File: src/rtl/ctrl_encoder.sv
// ctrl_encoder: encodes a multi-hot control request into a 7-bit word
// (lowest set index, multi-bit flag, parity), stages it for one cycle and
// queues it in a DEPTH-entry FIFO toward a ready/valid consumer. All-zero
// requests are flagged with a one-cycle pulse and a saturating counter.
module ctrl_encoder #(
  parameter int unsigned DEPTH = 4,
  parameter int unsigned REQ_W = 26
) (
  input  logic                     clk,
  input  logic                     rst_n,
  input  logic                     in_valid,
  output logic                     in_ready,
  input  logic [REQ_W-1:0]         in_req,
  output logic                     out_valid,
  input  logic                     out_ready,
  output logic [6:0]               out_code,
  output logic                     err_zero,
  output logic [7:0]               err_cnt,
  output logic [$clog2(DEPTH):0]   occupancy
);

  localparam int unsigned AW = $clog2(DEPTH);

  logic [4:0]    low_idx;
  logic          multi;
  logic [6:0]    enc_code;
  logic          req_zero;
  logic          accept;
  logic          push;
  logic          pop;
  logic          s_valid;
  logic [6:0]    s_code;
  logic [AW-1:0] wr_ptr;
  logic [AW-1:0] rd_ptr;
  logic [AW+1:0] fill;
  logic [6:0]    mem [DEPTH];

  // Lowest set bit index: scan from the top so the last hit is the lowest bit
  always_comb begin
    low_idx = '0;
    for (int unsigned i = REQ_W; i > 0; i--) begin
      if (in_req[i-1]) low_idx = 5'(i - 1);
    end
  end

  // Clearing the lowest set bit leaves something only if two or more were set
  assign multi    = |(in_req & (in_req - REQ_W'(1)));
  assign enc_code = {^{multi, low_idx}, multi, low_idx};
  assign req_zero = ~|in_req;

  // Room is judged on registered state only, reserving a slot for the stage
  assign fill      = {1'b0, occupancy} + {{(AW+1){1'b0}}, s_valid};
  assign in_ready  = rst_n & (fill < (AW+2)'(DEPTH));
  assign accept    = in_valid & in_ready;
  assign push      = s_valid;
  assign out_valid = (occupancy != '0);
  assign pop       = out_valid & out_ready;
  assign out_code  = out_valid ? mem[rd_ptr] : '0;

  // FIFO storage: written from the stage register, contents need no reset
  always_ff @(posedge clk) begin
    if (push) mem[wr_ptr] <= s_code;
  end

  // Stage register, FIFO pointers/occupancy and zero-request bookkeeping
  always_ff @(posedge clk or negedge rst_n) begin
    if (!rst_n) begin
      s_valid   <= 1'b0;
      s_code    <= '0;
      wr_ptr    <= '0;
      rd_ptr    <= '0;
      occupancy <= '0;
      err_zero  <= 1'b0;
      err_cnt   <= '0;
    end else begin
      s_valid  <= accept & ~req_zero;
      if (accept & ~req_zero) s_code <= enc_code;

      if (push) wr_ptr <= wr_ptr + AW'(1);
      if (pop)  rd_ptr <= rd_ptr + AW'(1);
      case ({push, pop})
        2'b10:   occupancy <= occupancy + (AW+1)'(1);
        2'b01:   occupancy <= occupancy - (AW+1)'(1);
        default: occupancy <= occupancy;
      endcase

      err_zero <= accept & req_zero;
      if (accept & req_zero & (err_cnt != 8'hFF)) err_cnt <= err_cnt + 8'd1;
    end
  end

endmodule

File: config.mk
export PLATFORM = sky130hd
export DESIGN_NAME = ctrl_encoder
export DESIGN_NICKNAME = d
export VERILOG_FILES = /design/src/rtl/ctrl_encoder.sv
export SDC_FILE = /design/constraint.sdc
export NUM_CORES = 1
export LEC_CHECK = 0
export CAP_MARGIN = 0
export CORE_ASPECT_RATIO = 0.5
export CORE_MARGIN = 3
export CORE_UTILIZATION = 53
export DETAILED_ROUTE_END_ITERATION = 8
export HOLD_SLACK_MARGIN = 0.02
export PLACE_DENSITY = 0.92
export SLEW_MARGIN = 10
export SYNTH_ARGS = -nofsm -noshare
export SYNTH_HDL_FRONTEND = slang
export SYNTH_SLANG_ARGS = --single-unit
File: constraint.sdc
create_clock -name clk -period 2.63 [get_ports clk]
set_clock_uncertainty 0.15 [all_clocks]
set_input_delay 0.6575 -clock clk [delete_from_list [all_inputs] [get_ports clk]]
set_output_delay 0.6575 -clock clk [all_outputs]
set_load 0.05 [all_outputs]
* After elaboration in Yosys (flattened, before gate mapping)
Memories as Yosys holds them, arrays and structs flattened. Cells that the tools add are included.
Word-level totals: input bits 30, memory bits (writable) 28, register bits 24, memories 1
Memory list:
- mem | words 4, bits a word 7, rd ports 1, clocked after memory_dff 0, write ports 1, RTL line 36 | logic [6:0] mem [DEPTH];
Operators by class: magnitude comparators 1, bitwise gates (word level) 7, mux-type cells 30, add/subtract/negate cells 7, eq/ne operators 3, reductions and logical operators 6
Operator list (count):
- 2-to-1 mux 5 bit | 26
- OR reduction 26 bit | 2
- AND 26 bit | 1
- subtractor 26 x 1 -> 26 bit, second input constant | 1
- adder 8 x 1 -> 8 bit, second input constant | 1
- != test 8 bit, second input constant | 1
- 2-to-1 mux 7 bit | 1
- AND 1 bit | 6
- one-hot mux 3 bit (2 select lines) | 1
- XOR reduction 6 bit | 1
- adder 2 x 1 -> 2 bit, second input constant | 2
- adder 3 x 1 -> 4 bit | 1
- < comparator 4 x 3 -> 1 bit, second input constant | 1
- adder 3 x 1 -> 3 bit, second input constant | 1
- nonzero test 3 bit | 1
- subtractor 3 x 1 -> 3 bit, second input constant | 1
- equality test 2 x 1 -> 1 bit, second input constant | 1
- equality test 2 bit, second input constant | 1
- 2-to-1 mux 1 bit | 2
- nonzero test 2 bit | 1
- logical NOT 1 bit | 1

* Longest topological paths before layout
depth after elaboration 27, mapped depth 10, gate-level depth less buffers 8

* Worst setup path after synthesis
OpenSTA, ideal clock, no wires.
path kind reg2reg, from register occupancy[0], to register err_cnt[7], setup slack -1.134 ns, setup time 0.082 ns, stages on the path, launching flop included 8, clock period less this slack 3.764 ns, arrival 3.532 ns, path through dfrtp_1 > a311oi_1 > and2_1 > inv_1 > a311oi_1 > nand4_1 > nor3_1 > xor2_1
On the way: cells in the longest elaborated chain, start to end 6
Ends and longest elaborated chain:
- from (decl) | RTL line 19 | output logic [$clog2(DEPTH):0] occupancy
- from (signal assigned) | RTL line 82 | 2'b10: occupancy <= occupancy + (AW+1)'(1);
- from (signal assigned) | RTL line 83 | 2'b01: occupancy <= occupancy - (AW+1)'(1);
- from (signal assigned) | RTL line 84 | default: occupancy <= occupancy;
- adder 3 x 1 -> 4 bit | RTL line 52 | assign fill = {1'b0, occupancy} + {{(AW+1){1'b0}}, s_valid};
- < comparator 4 x 3 -> 1 bit | RTL line 53 | assign in_ready = rst_n & (fill < (AW+2)'(DEPTH));
- AND 1 bit | RTL line 53
- via in_ready | RTL line 12 | output logic in_ready,
- AND 1 bit | RTL line 54 | assign accept = in_valid & in_ready;
- AND 1 bit (2 in series) | RTL line 88 | if (accept & req_zero & (err_cnt != 8'hFF)) err_cnt <= err_cnt + 8'd1;
- to (signal assigned) | RTL line 88
- to (decl) | RTL line 18 | output logic [7:0] err_cnt,
The timed path passes the listed nets, and every way through them passes these cells. A chain may end at the register's enable or synchronous reset.

* Worst setup path in the final report
from input port in_req[16], to register s_code[6]
On the way: cells in the longest elaborated chain, start to end 18, elaborated cells on any way between the ends 23
Ends and longest elaborated chain:
- from (decl) | RTL line 13 | input logic [REQ_W-1:0] in_req,
- 2-to-1 mux 5 bit (17 in series) | RTL line 42 | if (in_req[i-1]) low_idx = 5'(i - 1);
- XOR reduction 6 bit | RTL line 48 | assign enc_code = {^{multi, low_idx}, multi, low_idx};
- to (signal assigned) | RTL line 77 | if (accept & ~req_zero) s_code <= enc_code;
- to (decl) | RTL line 32 | logic [6:0] s_code;
Several ways; a longest one is shown, not always the timed one.

==> results.md <==
* Most common cell after layout, fill and taps aside: buf_4
* Largest net degree at the start of global routing at 25
* HPWL Detailed at 5520 um
* HP Class: reg -> reg
* FF-to-FF Start: push
* Largest stage delay, worst path at 550 ps
* Placed instance area at 3870 um^2
* Post-Syn Area per Cell at 11.3 um^2
* Post-synth EDFFs at 28
* Asr flop ratio synth at 0.462
* Endpoint of the lowest-slack register-to-register path: s_code[6]
* Worst Path Max Fanout at 3
* R2R setup slack at 210 ps
* Worst Hold Margin at 402 ps
* Worst R2R Path Depth at 8
* Worst-Skew Late Latency at 310 ps
* CTS buffer count at 5
* Top Layer Used: met4
* Leak pwr at 0.00170 uW
* Initial antenna violation count at 0
* Fin worst setup slack at -742 ps
* Antenna-violating nets left at 0
* Sequential-to-total area share from yosys stat at 0.506
* Largest family of logic cells by synthesized area: simple AND/OR/NAND/NOR gates
* Slowest CP cell: or4_4
* PwrDens at 739 nW/um^2
* GRT overflow at 0
* Vias in the first global route at 2789
* Critical Path, Cell by Cell: buf_2 > or4_4 > o31a_1 > or4_4 > or4b_4 > nor3b_1 > or3b_4 > nand3_2
* Metal-1 WL at 3510 um
* Hold_sp: s_code[1]
* # H-tree levels at 2
* Crit share post-route at 1.28
* Post-synthesis xor/xnor area fraction at 0.0430
* CTS Root Cell: clkbuf_8
* Area share of fa/ha/maj cells after synthesis at 0.0404
* Drt wl/cell at 20.4 um
* Final GP Congestion at 0.853
* CTS Sinks at 52
* Syn nets at 290
* Fmax at 0.297 GHz
* Max IR drop VDD at 0.769 mV
* TNS Setup at -1480 ps
* Layout cells sized above 1 at 0.395
* Worst Path Required at 2670 ps
* Max cap viols at 0
* Distinct cells, synth at 57
* Clock transition at the registers of the reported paths at 100 ps
* Layout fillers at 291
* CP delay by family, top: simple AND/OR/NAND/NOR gates
* Status: complete, but fails checks
* Most frequent cells in the layout: 75 x buf_4, 28 x edfxtp_1, 23 x nor2_1, 23 x dfrtp_1, 18 x nand2_1
* FF+latch count, synth at 52
* Period minus WS final at 3370 ps
* Cell area after technology mapping at 2850 um^2
* Synth Area in Compound Gates at 0.114
* Pre-antenna DRT Iters at 5
* Wire length on met2 at 4460 um
* CP dominant cell by count: or4_4
* I/O pins at 51
* RSZ-0062 raised after global routing: true
* Failing checks: negative setup slack
* Worst EP arrival at 3410 ps
* First-pass GRT wire length at 13100 um
* Initial drt markers at 168
* Yosys warning count at 0
* Mux share of post-synthesis cell area at 0.0702
* Die area at 6350 um^2
* Final cell count without fillers at 443
* Nets at 408
* CP Buf/Inv Count at 1
* Routed WL at 9050 um
* Final Hold Violating Endpoints at 0
* DRC viols at 0
* Area Growth Syn to Fin at 45.0%
* Finish-stage setup viols at 7
* Crit. End Element: flip-flop
* Cts hold-fix bufs at 0
* Port Buffers at 50
* All-layer global routing usage at 0.271
* Placed cells at 418
* Hold Crit Depth at 0
* Final slew viol count at 0
* Met3 wire len at 569 um
* Synth Area in Simple Gates at 0.188
* Crit start category: input pin
* Slew HR at 0.650
* Die X at 110 um
* Rows at 18
* Least-Margin Pin Slew at 523 ps
* Hold Path End: mem[2][1]
* Die Ht at 57.9 um
* DR vias at 2690
* Clock Path Buffers at 2
* CTS tree: yes
* Top_reg_cell synth: edfxtp_1
* Cells after synthesis at 253
* Via density at 6.07
* Initial Util at 0.565
* Cell area after layout at 4130 um^2
* Core box area at 5040 um^2
* WS Path Type: in -> reg
-- routing by layer --
layer / GRT usage / vias up
met5: 0 / -
met4: 0.165 / 0
met3: 0.0434 / 52
met2: 0.474 / 158
met1: 0.320 / 1297
li1: - / 1183
-- metrics by stage --
stage / setup WS (ps) / power (uW) / util
2_1_floorplan: -793 / 2040 / -
5_1_grt: -796 / 3180 / 0.819
3_3_place_gp: -1310 / 2430 / 0.767
3_5_place_dp: -1390 / 2530 / 0.767
6_report: -742 / 3060 / 0.819
4_1_cts: -552 / 2970 / 0.802
-- state kept, by name, indices dropped and copies added (netlist names) --
register and cells:
err_cnt 8, err_zero 1, mem 28, occupancy 3
push 1, rd_ptr 2, s_code 7, wr_ptr 2
-- kinds of logic (layout without fill, tap and decap cells) --
family	after synthesis	after routing
AO/OA/AOI/OAI	48	48
XOR/XNOR	14	14
adder cells (fa/ha/maj)	9	9
buffers and inverters	24	143
flip-flops	52	52
multiplexers	11	11
other	0	1
AND/OR/NAND/NOR	95	95
-- cell usage after synthesis (2+ instances only) --
cell type  count  share of area
edfxtp_1      28           0.29
dfrtp_1       24           0.21
nor2_1        23          0.030
nand2_1       18          0.024
inv_1         15          0.020
o21ai_0       14          0.025
and2_1        13          0.029
nor4_1         8          0.018
a21oi_1        7          0.012
mux4_2         7          0.055
nor3_1         7          0.012
xnor2_1        7          0.022
xor2_1         7          0.022
ha_1           6          0.026
clkbuf_1       4         0.0053
nor4_2         4          0.018
o31ai_1        4          0.011
or4_1          4          0.011
nand3_1        3         0.0053
nand4_1        3         0.0066
o31a_1         3         0.0092
a311oi_1       2         0.0061
maj3_1         2         0.0070
mux2_2         2         0.0079
mux2i_1        2         0.0070
nor2b_1        2         0.0044
o21a_1         2         0.0053
o311ai_0       2         0.0061
or2_2          2         0.0044
-- power by group --
group          leakage, uW  switching (uW)  internal [uW]
combinational      0.00110             812            570
clock            0.0000414             276            190
sequential        0.000564             168           1040
-- worst reg2reg max path, cell delays in order, from the launching register on --
cell and delay (ps):
dfrtp_1 500, a311oi_4 370, and2_4 200, buf_4 130, nand2_1 110, buf_4 180
nor4_1 390, o21ai_0 220, nand3_2 120
-- how the worst max path moves through the flow --
stage / from / endpoint / slack [ps] / cells past startpoint
2_1_floorplan: in_req[0] / s_code[6] / -790 / 10
3_3_place_gp: in_req[3] / s_code[6] / -1310 / 9
3_5_place_dp: in_req[3] / s_code[6] / -1390 / 9
4_1_cts: in_req[6] / s_code[6] / -550 / 9
5_1_grt: in_req[3] / s_code[6] / -800 / 9
6_report: in_req[16] / s_code[6] / -740 / 8
-- repair_timing --
action,CTS,global route
resized for setup,104,22
setup endpoints to repair,22,11
setup buffers,15,4
gates cloned,0,0
pin swaps,22,10
-- final cells by class --
type / instances / area (um^2) / area share
Multi-Input combinational cell: 177 / 1470 / 0.357
Sequential cell: 52 / 1440 / 0.349
Timing Repair Buffer: 120 / 982 / 0.238
Tap cell: 70 / 87.6 / 0.0212
Clock buffer: 6 / 72.6 / 0.0176
Inverter: 15 / 56.3 / 0.0136
Clock inverter: 2 / 16.3 / 0.00393
Antenna cell: 1 / 2.50 / 0.000605
Power figures use the tool's default switching activity.
